--- config.mk ---
export PLATFORM = sky130hd
export DESIGN_NAME = mac_operand_rx
export DESIGN_NICKNAME = d
export VERILOG_FILES = /design/src/rtl/mac_pkg.sv /design/src/rtl/sync_bit.sv /design/src/rtl/mac_operand_rx.sv
export SDC_FILE = /design/constraint.sdc
export NUM_CORES = 1
export LEC_CHECK = 0
export ABC_AREA = 1
export ABC_CLOCK_PERIOD_IN_PS = 3480
export BUFFER_PORTS_ARGS = -buffer_cell sky130_fd_sc_hd__buf_2
export CAP_MARGIN = 20
export CORE_MARGIN = 8
export CORE_UTILIZATION = 35
export DETAILED_ROUTE_END_ITERATION = 10
export PLACE_DENSITY = 0.48
export SLEW_MARGIN = 25
export SYNTH_ARGS = -nofsm -noshare
export SYNTH_HDL_FRONTEND = slang
export SYNTH_SLANG_ARGS = --single-unit
--- constraint.sdc ---
create_clock -name clk -period 3.48 [get_ports clk]
set_input_delay 1.044 -clock clk [delete_from_list [all_inputs] [get_ports clk]]
set_output_delay 1.044 -clock clk [all_outputs]
set_load 0.01 [all_outputs]
--- src/rtl/mac_pkg.sv ---
// Shared definitions for the SPI operand receiver: receiver states,
// default frame size, command-frame header layout and header check.
package mac_pkg;

    localparam int FRAME_BITS_DEF = 24;

    // Header and field positions within a received command frame.
    localparam int OP_BIT = 23;
    localparam int SEL_HI = 22;
    localparam int SEL_LO = 20;
    localparam int RSV_HI = 19;
    localparam int RSV_LO = 16;
    localparam int A_HI   = 15;
    localparam int A_LO   = 8;
    localparam int C_HI   = 7;
    localparam int C_LO   = 0;

    localparam logic MAC_OP = 1'b1;

    typedef enum logic [1:0] {
        ST_IDLE,
        ST_SHIFT,
        ST_FULL,
        ST_WAIT_IDLE
    } rx_state_e;

    // A frame is accepted only as a MAC op with the reserved nibble clear.
    function automatic logic hdr_ok(input logic [FRAME_BITS_DEF-1:0] f);
        return (f[OP_BIT] == MAC_OP) && (f[RSV_HI:RSV_LO] == 4'b0000);
    endfunction

endpackage

--- src/rtl/sync_bit.sv ---
// Multi-flop synchronizer for one asynchronous input pin.
// Ports: clk, rst (sync, active high), d (async in), q (synchronized out).
module sync_bit #(
    parameter int   STAGES  = 2,
    parameter logic RST_VAL = 1'b0
) (
    input  logic clk,
    input  logic rst,
    input  logic d,
    output logic q
);

    logic [STAGES-1:0] sync_q;
    logic [STAGES-1:0] sync_d;

    always_comb begin
        sync_d = (sync_q << 1) | STAGES'(d);
    end

    always_ff @(posedge clk) begin
        if (rst) begin
            sync_q <= {STAGES{RST_VAL}};
        end else begin
            sync_q <= sync_d;
        end
    end

    assign q = sync_q[STAGES-1];

endmodule

--- src/rtl/mac_operand_rx.sv ---
// SPI (mode 0) command receiver that issues MAC operands and a strobe.
// Ports: clk/rst, sclk/cs_n/mosi (async SPI in), A_in/C_in/sel (operands),
// aluop_st2 (issue strobe), frame_err, busy, op_cnt (issued-op count).
module mac_operand_rx
    import mac_pkg::*;
#(
    parameter int FRAME_BITS  = FRAME_BITS_DEF,
    parameter int SYNC_STAGES = 2
) (
    input  logic              clk,
    input  logic              rst,
    input  logic              sclk,
    input  logic              cs_n,
    input  logic              mosi,
    output logic signed [7:0] A_in,
    output logic signed [7:0] C_in,
    output logic        [2:0] sel,
    output logic              aluop_st2,
    output logic              frame_err,
    output logic              busy,
    output logic        [7:0] op_cnt
);

    localparam int CNT_W     = $clog2(FRAME_BITS + 1);
    // Cycles after reset until the synchronizers and edge detectors
    // reflect the real pins rather than their reset levels.
    localparam int PRIME_MAX = SYNC_STAGES + 2;
    localparam int PRIME_W   = $clog2(PRIME_MAX + 1);

    logic sclk_s;
    logic cs_n_s;
    logic mosi_s;

    sync_bit #(.STAGES(SYNC_STAGES), .RST_VAL(1'b0)) u_sync_sclk (
        .clk (clk),
        .rst (rst),
        .d   (sclk),
        .q   (sclk_s)
    );

    sync_bit #(.STAGES(SYNC_STAGES), .RST_VAL(1'b1)) u_sync_cs_n (
        .clk (clk),
        .rst (rst),
        .d   (cs_n),
        .q   (cs_n_s)
    );

    sync_bit #(.STAGES(SYNC_STAGES), .RST_VAL(1'b0)) u_sync_mosi (
        .clk (clk),
        .rst (rst),
        .d   (mosi),
        .q   (mosi_s)
    );

    // Registered edge events; mosi is delayed one cycle so it lines up
    // with the registered sclk rise.
    logic sclk_d1_q, sclk_d1_d;
    logic cs_n_d1_q, cs_n_d1_d;
    logic mosi_d1_q, mosi_d1_d;
    logic sclk_rise_q, sclk_rise_d;
    logic cs_rise_q, cs_rise_d;
    logic cs_fall_q, cs_fall_d;

    always_comb begin
        sclk_d1_d   = sclk_s;
        cs_n_d1_d   = cs_n_s;
        mosi_d1_d   = mosi_s;
        sclk_rise_d = sclk_s & ~sclk_d1_q;
        cs_rise_d   = cs_n_s & ~cs_n_d1_q;
        cs_fall_d   = ~cs_n_s & cs_n_d1_q;
    end

    always_ff @(posedge clk) begin
        if (rst) begin
            sclk_d1_q   <= 1'b0;
            cs_n_d1_q   <= 1'b1;
            mosi_d1_q   <= 1'b0;
            sclk_rise_q <= 1'b0;
            cs_rise_q   <= 1'b0;
            cs_fall_q   <= 1'b0;
        end else begin
            sclk_d1_q   <= sclk_d1_d;
            cs_n_d1_q   <= cs_n_d1_d;
            mosi_d1_q   <= mosi_d1_d;
            sclk_rise_q <= sclk_rise_d;
            cs_rise_q   <= cs_rise_d;
            cs_fall_q   <= cs_fall_d;
        end
    end

    rx_state_e             state_q;
    logic [CNT_W-1:0]      cnt_q;
    logic [FRAME_BITS-1:0] shift_q;
    logic [7:0]            a_q;
    logic [7:0]            c_q;
    logic [2:0]            sel_q;
    logic                  aluop_q;
    logic                  ferr_q;
    logic [7:0]            op_cnt_q;
    logic [PRIME_W-1:0]    prime_q;
    // Set when a frame was cut by reset: its closing cs_n rise is silent.
    logic                  quiet_q;

    always_ff @(posedge clk) begin
        if (rst) begin
            state_q  <= ST_IDLE;
            cnt_q    <= '0;
            shift_q  <= '0;
            a_q      <= '0;
            c_q      <= '0;
            sel_q    <= '0;
            aluop_q  <= 1'b0;
            ferr_q   <= 1'b0;
            op_cnt_q <= '0;
            prime_q  <= '0;
            quiet_q  <= 1'b0;
        end else begin
            aluop_q <= 1'b0;
            ferr_q  <= 1'b0;
            if (prime_q != PRIME_W'(PRIME_MAX)) begin
                // Edges seen here are reset artefacts; a low cs_n means
                // we joined mid-frame, so wait it out quietly.
                prime_q <= prime_q + 1'b1;
                state_q <= cs_n_s ? ST_IDLE : ST_WAIT_IDLE;
                quiet_q <= ~cs_n_s;
            end else begin
                unique case (state_q)
                    ST_IDLE: begin
                        if (cs_fall_q) begin
                            state_q <= ST_SHIFT;
                            cnt_q   <= '0;
                            shift_q <= '0;
                        end
                    end
                    ST_SHIFT: begin
                        if (cs_rise_q) begin
                            ferr_q  <= (cnt_q != '0);
                            state_q <= ST_IDLE;
                        end else if (sclk_rise_q) begin
                            shift_q <= {shift_q[FRAME_BITS-2:0], mosi_d1_q};
                            cnt_q   <= cnt_q + 1'b1;
                            if (cnt_q == CNT_W'(FRAME_BITS - 1)) begin
                                state_q <= ST_FULL;
                            end
                        end
                    end
                    ST_FULL: begin
                        if (cs_rise_q) begin
                            if (hdr_ok(shift_q[FRAME_BITS_DEF-1:0])) begin
                                a_q      <= shift_q[A_HI:A_LO];
                                c_q      <= shift_q[C_HI:C_LO];
                                sel_q    <= shift_q[SEL_HI:SEL_LO];
                                aluop_q  <= 1'b1;
                                op_cnt_q <= op_cnt_q + 8'd1;
                            end else begin
                                ferr_q <= 1'b1;
                            end
                            state_q <= ST_IDLE;
                        end else if (sclk_rise_q) begin
                            state_q <= ST_WAIT_IDLE;
                        end
                    end
                    ST_WAIT_IDLE: begin
                        if (cs_rise_q) begin
                            ferr_q  <= ~quiet_q;
                            quiet_q <= 1'b0;
                            state_q <= ST_IDLE;
                        end
                    end
                    default: begin
                        state_q <= ST_IDLE;
                    end
                endcase
            end
        end
    end

    assign A_in      = a_q;
    assign C_in      = c_q;
    assign sel       = sel_q;
    assign aluop_st2 = aluop_q;
    assign frame_err = ferr_q;
    assign busy      = ~cs_n_s;
    assign op_cnt    = op_cnt_q;

endmodule

; Word level (Yosys, flattened, before mapping)
; Index checks and enable logic that the tools add are counted.
[totals]
ff_bits = 76
word_cells = 89
[op_classes]
addsub = 3
mux = 27
n_bitwise = 13
n_eq_ne = 13
n_reduce_logical = 13
[ops]
columns = cell, count
row1 = 2-to-1 mux 24 bit, 3
row2 = case mux 24 bit (2 select lines), 1
row3 = 2-to-1 mux 2 bit, 9
row4 = 2-to-1 mux 5 bit, 3
row5 = != test 4 bit (second input constant), 3
row6 = case mux 5 bit (2 select lines), 1
row7 = AND reduction 5 bit, 2
row8 = != test 3 bit (second input constant), 3
row9 = adder 8 x 1 -> 8 bit (second input constant), 1
row10 = 2-to-1 mux 1 bit, 8
row11 = case mux 2 bit (4 select lines), 1
row12 = inverter 1 bit, 7
row13 = != test 2 bit (second input constant), 3
row14 = bitwise OR 2 x 1 -> 2 bit, 3
row15 = nonzero test 2 bit, 3
row16 = adder 5 x 1 -> 5 bit (second input constant), 1
row17 = equality test 5 bit (second input constant), 1
row18 = nonzero test 5 bit, 1
row19 = equality test 2 bit (second input constant), 2
row20 = zero test 4 bit, 1
row21 = AND reduction 4 bit, 1
row22 = OR reduction 4 bit, 1
row23 = adder 3 x 1 -> 3 bit (second input constant), 1
row24 = bitwise AND 1 bit, 3
row25 = 6 further kinds, 6

; Logic depth before layout (Yosys ltp)
[depth]
word_depth = 6
mapped_depth = 10
ltp_nobuf = 10

; Modules after synthesis
; From an unflattened synthesis, not the netlist that was laid out.
[unflattened]
hier_cells = 398
hier_area_um2 = 3071.7
[by_module_without_submodules]
columns = mod, instances, cells_per_inst, seq_area_each_um2, area_per_inst_um2
row1 = mac_operand_rx, 1, 379, 1401.3, 2902.8
row2 = sync_bit (u_sync_mosi ...), 2, 6, 40.0, 55.1
row3 = sync_bit (u_sync_cs_n), 1, 7, 40.0, 58.8

; Worst setup path after synthesis
; No wires, ideal clock.
[synth_timing]
path_kind = in2reg
startpoint = input port rst
endpoint = register c_q[7] (netlist: C_in[7])
slack_ps = 1689
setup_ps = 65
arrival_ps = 1726
stages = 5
path_cell_list = clkbuf_1 > inv_1 > clkbuf_1 > o21ai_0 > nor2_1
[synth_lines]
columns = element, line_no
row1 = start: declaration, mac_operand_rx.sv:11  ; input logic rst,
row2 = end signal: assignment, mac_operand_rx.sv:151  ; c_q <= shift_q[C_HI:C_LO];
row3 = end: declaration, mac_operand_rx.sv:95  ; logic [7:0] c_q;

; Worst setup path in the final report
[layout_timing]
startpoint = register state_q[1]
endpoint = register shift_q[9]
[layout_via]
elab_chain_len = 3
word_cells_on_any_way = 8
cone_classes = eq/ne: 4 / mux: 1 / reduce/logical: 3
[layout_lines]
columns = element, line_no
row1 = start: declaration, mac_operand_rx.sv:91  ; rx_state_e state_q;
row2 = start signal: assignment, mac_operand_rx.sv:124  ; state_q <= cs_n_s ? ST_IDLE : ST_WAIT_IDLE;
row3 = equality test 2 x 1 -> 1 bit / zero test 2 bit (equally long branches), mac_operand_rx.sv:127  ; unique case (state_q)
row4 = != test 2 bit (no line) / nonzero test 2 bit (equally long branches), n/a
row5 = AND reduction 5 bit (no line), n/a
row6 = end signal: assignment, mac_operand_rx.sv:140  ; shift_q <= {shift_q[FRAME_BITS-2:0], mosi_d1_q};
row7 = end: declaration, mac_operand_rx.sv:93  ; logic [FRAME_BITS-1:0] shift_q;
; Several ways; a longest one is shown, not always the timed one.
; A chain may end at the register's enable or synchronous reset.

==> results by group <==
Job
  – Max-Cap Viols: 0

Place
  – Number of port buffers: 34
  – Half-perimeter wire length of the detailed placement result: 4331 um
  – Placed Cells incl. Taps: 530
  – RePlAce Congestion: between 0.7 and 0.8

Global route
  – Number of global-route vias before repair: 2445
  – Initial antenna violation count: 0
  – Overall global routing resource usage: between 10% and 20%
  – Global-route wire length before repair: roughly 12000 um
  – Overflow after GRT: 0
  – Maximum number of pins on one net before global-route repair: 42

Clock tree
  – TritonCTS sink count: 76
  – Maximum number of buffers from clock root to sink: 2
  – CTS H-tree lvls: 3
  – Number of post-CTS setup repair buffers: 0
  – Clock latency on the worst-skew pair: 0.35 ns
  – CTS Hold Buffers Added: 0
  – TritonCTS clock tree: done
  – Clock transition time at the flip-flop clock pins of the worst setup and hold paths: 0.08 ns
  – Post-cts resize count: 0
  – CTS root buf: sky130_fd_sc_hd__clkbuf_8
  – Total clock buffers created by CTS: 9

STA
  – Number of slew-limit violations in the final report: 0
  – Worst-Margin Slew: 0.9114 ns
  – Top achievable clock speed: a little under 500 MHz
  – Final setup violation count: 0
  – Unrepaired setup endpoints after global routing: no
  – Rel. slew slack: 39.04%
  – Sum Neg Setup Slack: 0 ns
  – Final Cycle Share: 59.18%
  – Final critical path time including I/O delays and setup: 2.060 ns
  – Setup Skew: 0.008643 ns
  – Final Hold Fails: 0

Worst setup path
  – WP data required: 3.76 ns
  – Standard cell with the maximum stage delay on the critical path: sky130_fd_sc_hd__dfxtp_1
  – Critical path endpoint category: register
  – Peak per-stage delay on the critical path: 0.63 ns
  – CP Class: reg -> reg
  – Family of cells with the greatest summed delay on the critical path: simple AND/OR/NAND/NOR gates
  – Crit start category: register
  – Cells along the critical path: nor2_4 -> o21ai_2 -> nand3_4 -> inv_4 -> nand3_1 -> a21oi_1
  – Arrival time worst endpoint: 2.34 ns
  – Buffers & Inverters on Critical Path: 1
  – Critical path fanouts, max: 31

Detailed routing
  – Routed WL: 6681 um
  – Via Count: 2607
  – Average wire per standard cell: 12.26 um
  – # DRC: 0
  – Post-detailed-route count of antenna-violating nets: 0
  – Drt initial violations: between 80 and 90
  – Detailed Routing Iterations Pass 1: 4
  – Post-DR vias/cell: 4.783

Cells and area
  – Number of antenna repair diodes: 0
  – Nets@finish: 443
  – Layout overhead on the synthesized area: 13.03%
  – Cell Count, Final, Fillers Out: 545
  – Layout filler cell count: 954
  – Share of post-route cells with drive strength above 1: 16.02%

Pwr
  – Pleak: 0.001417 uW
  – Pwr Density: 525.1 mW/mm2
  – IR Drop Worst-Case VDD: 0.0002109 V

Floorplanning
  – Starting density of the core: 35.97%
  – Core ar.: between 0.008 and 0.009 mm2
  – Die Footprint: 0.01220 mm2
  – # IOs: 35
  – Site Rows: 34
  – Vertical extent of the die: 110.4 um
  – Die extent in x: 110.4 um

Yosys
  – Part of the Yosys area used for sequential elements: between 40% and 50%
  – Mapped Avg Cell Area: 7.689 um2
  – Count of distinct cell types in the synthesized netlist: 35
  – Synth Cell Area: 0.003122 mm2
  – Synth warnings: 0
  – Flip-flop and latch count after synthesis: 76
  – Synthesized net count: 416
  – Number of standard cells after synthesis: 406

Run status
  – Result of the run: complete, no violations

Hold path
  – Class of the worst hold path: reg -> reg
## metal layers
metal	global-route usage, %	part of all wire (%)	vias up
li1	-	-	1358
met1	13.94	50	1203
met4	4.955	1.6	0
met5	0	0	-
met3	2.435	2.9	10
met2	17.61	46	36
## synth_stat cells, drive strengths merged
cell / number / share of area (%)
clkbuf: 10 / 1.2
nor3: 7 / 1.5
nand2: 70 / 8.9
buf: 10 / 2.4
dfxtp: 76 / 49
o211ai: 2 / 0.48
nor2: 72 / 9.5
o21ai: 26 / 4.3
a21oi: 41 / 6.6
nor4: 1 / 0.20
ha: 5 / 2.0
nand3b: 1 / 0.24
inv: 36 / 4.4
xnor2: 1 / 0.28
nor3b: 1 / 0.24
clkinv: 1 / 0.28
xor2: 4 / 1.1
nand4: 2 / 0.60
nand3: 38 / 6.7
or2: 2 / 0.40
## path summary, 6_finish.rpt
kind / startpoint / to / slack [ns] / cells after the start
setup / recovery: state_q[1] / shift_q[9] / 1.42 / 6
hold / removal: sclk_d1_q / sclk_rise_q / 0.39 / 1
setup reg to reg: state_q[1] / shift_q[9] / 1.42 / 6
hold reg to reg: sclk_d1_q / sclk_rise_q / 0.39 / 1
## registers in the layout (all words and copies together), names as in the netlist, 3 cells and up
register	flops
prime_q	3
op_cnt	8
C_in	8
A_in	8
cnt_q	5
shift_q	24
sel	3
## final cells by class
class | instances | area [um2] | area share [%]
flip-flops and latches | 76 | 1521 | 43.12
inverters | 37 | 146.4 | 4.149
well taps | 108 | 135.1 | 3.830
clock buffers | 10 | 137.6 | 3.901
clock inverters | 5 | 62.56 | 1.773
repair buffers | 36 | 185.2 | 5.248
multi-input cells | 273 | 1340 | 37.98
## cells by family after synthesis
logic type / share of synthesized area [%]
AO/OA/AOI/OAI: 11.34
XOR/XNOR: 1.403
buffers and inverters: 8.337
flip-flops: 48.74
adder cells (fa/ha/maj): 2.004
AND/OR/NAND/NOR: 28.18
## worst register-to-register path, delay by kind of cell, from the launching register on
kind / cells / cell delay [ns]
buffers and inverters: 1 / 0.39
AND/OR/NAND/NOR: 3 / 0.70
AO/OA/AOI/OAI: 2 / 0.29
flip-flops: 1 / 0.63
## placed cells by master (no fill, tap or decap), types with 4 or more instances in the layout
| cell type | count |
|---|---|
| sky130_fd_sc_hd__a21oi_1 | 41 |
| sky130_fd_sc_hd__buf_2 | 34 |
| sky130_fd_sc_hd__clkbuf_8 | 10 |
| sky130_fd_sc_hd__dfxtp_1 | 76 |
| sky130_fd_sc_hd__ha_1 | 5 |
| sky130_fd_sc_hd__inv_1 | 33 |
| sky130_fd_sc_hd__nand2_1 | 66 |
| sky130_fd_sc_hd__nand3_1 | 36 |
| sky130_fd_sc_hd__nor2_1 | 68 |
| sky130_fd_sc_hd__nor3_1 | 6 |
| sky130_fd_sc_hd__o21ai_0 | 21 |
| sky130_fd_sc_hd__o21ai_1 | 4 |
| sky130_fd_sc_hd__xor2_1 | 4 |
## through the flow
step	utilization [%]	instance area, um2	hold WS (ns)	worst slack [ns]	power, uW
finish	40.66	3528	0.3926	1.420	1853
global placement	38.35	3328	0.3783	1.368	1192
floorplan	-	3122	0.3728	1.689	1147
global route	40.66	3528	0.3989	1.143	1946
detailed placement	38.35	3328	0.3826	1.393	1190
CTS	40.66	3528	0.3950	1.378	1877
## power breakdown
group	leakage, uW	total [uW]	switching [uW]	internal [uW]
sequential	0.000615	930	32.4	898
clock	0.0000946	684	334	349
combinational	0.000708	239	169	69.3
total	0.00142	1850	536	1320
(Power assumes the default switching activity.)
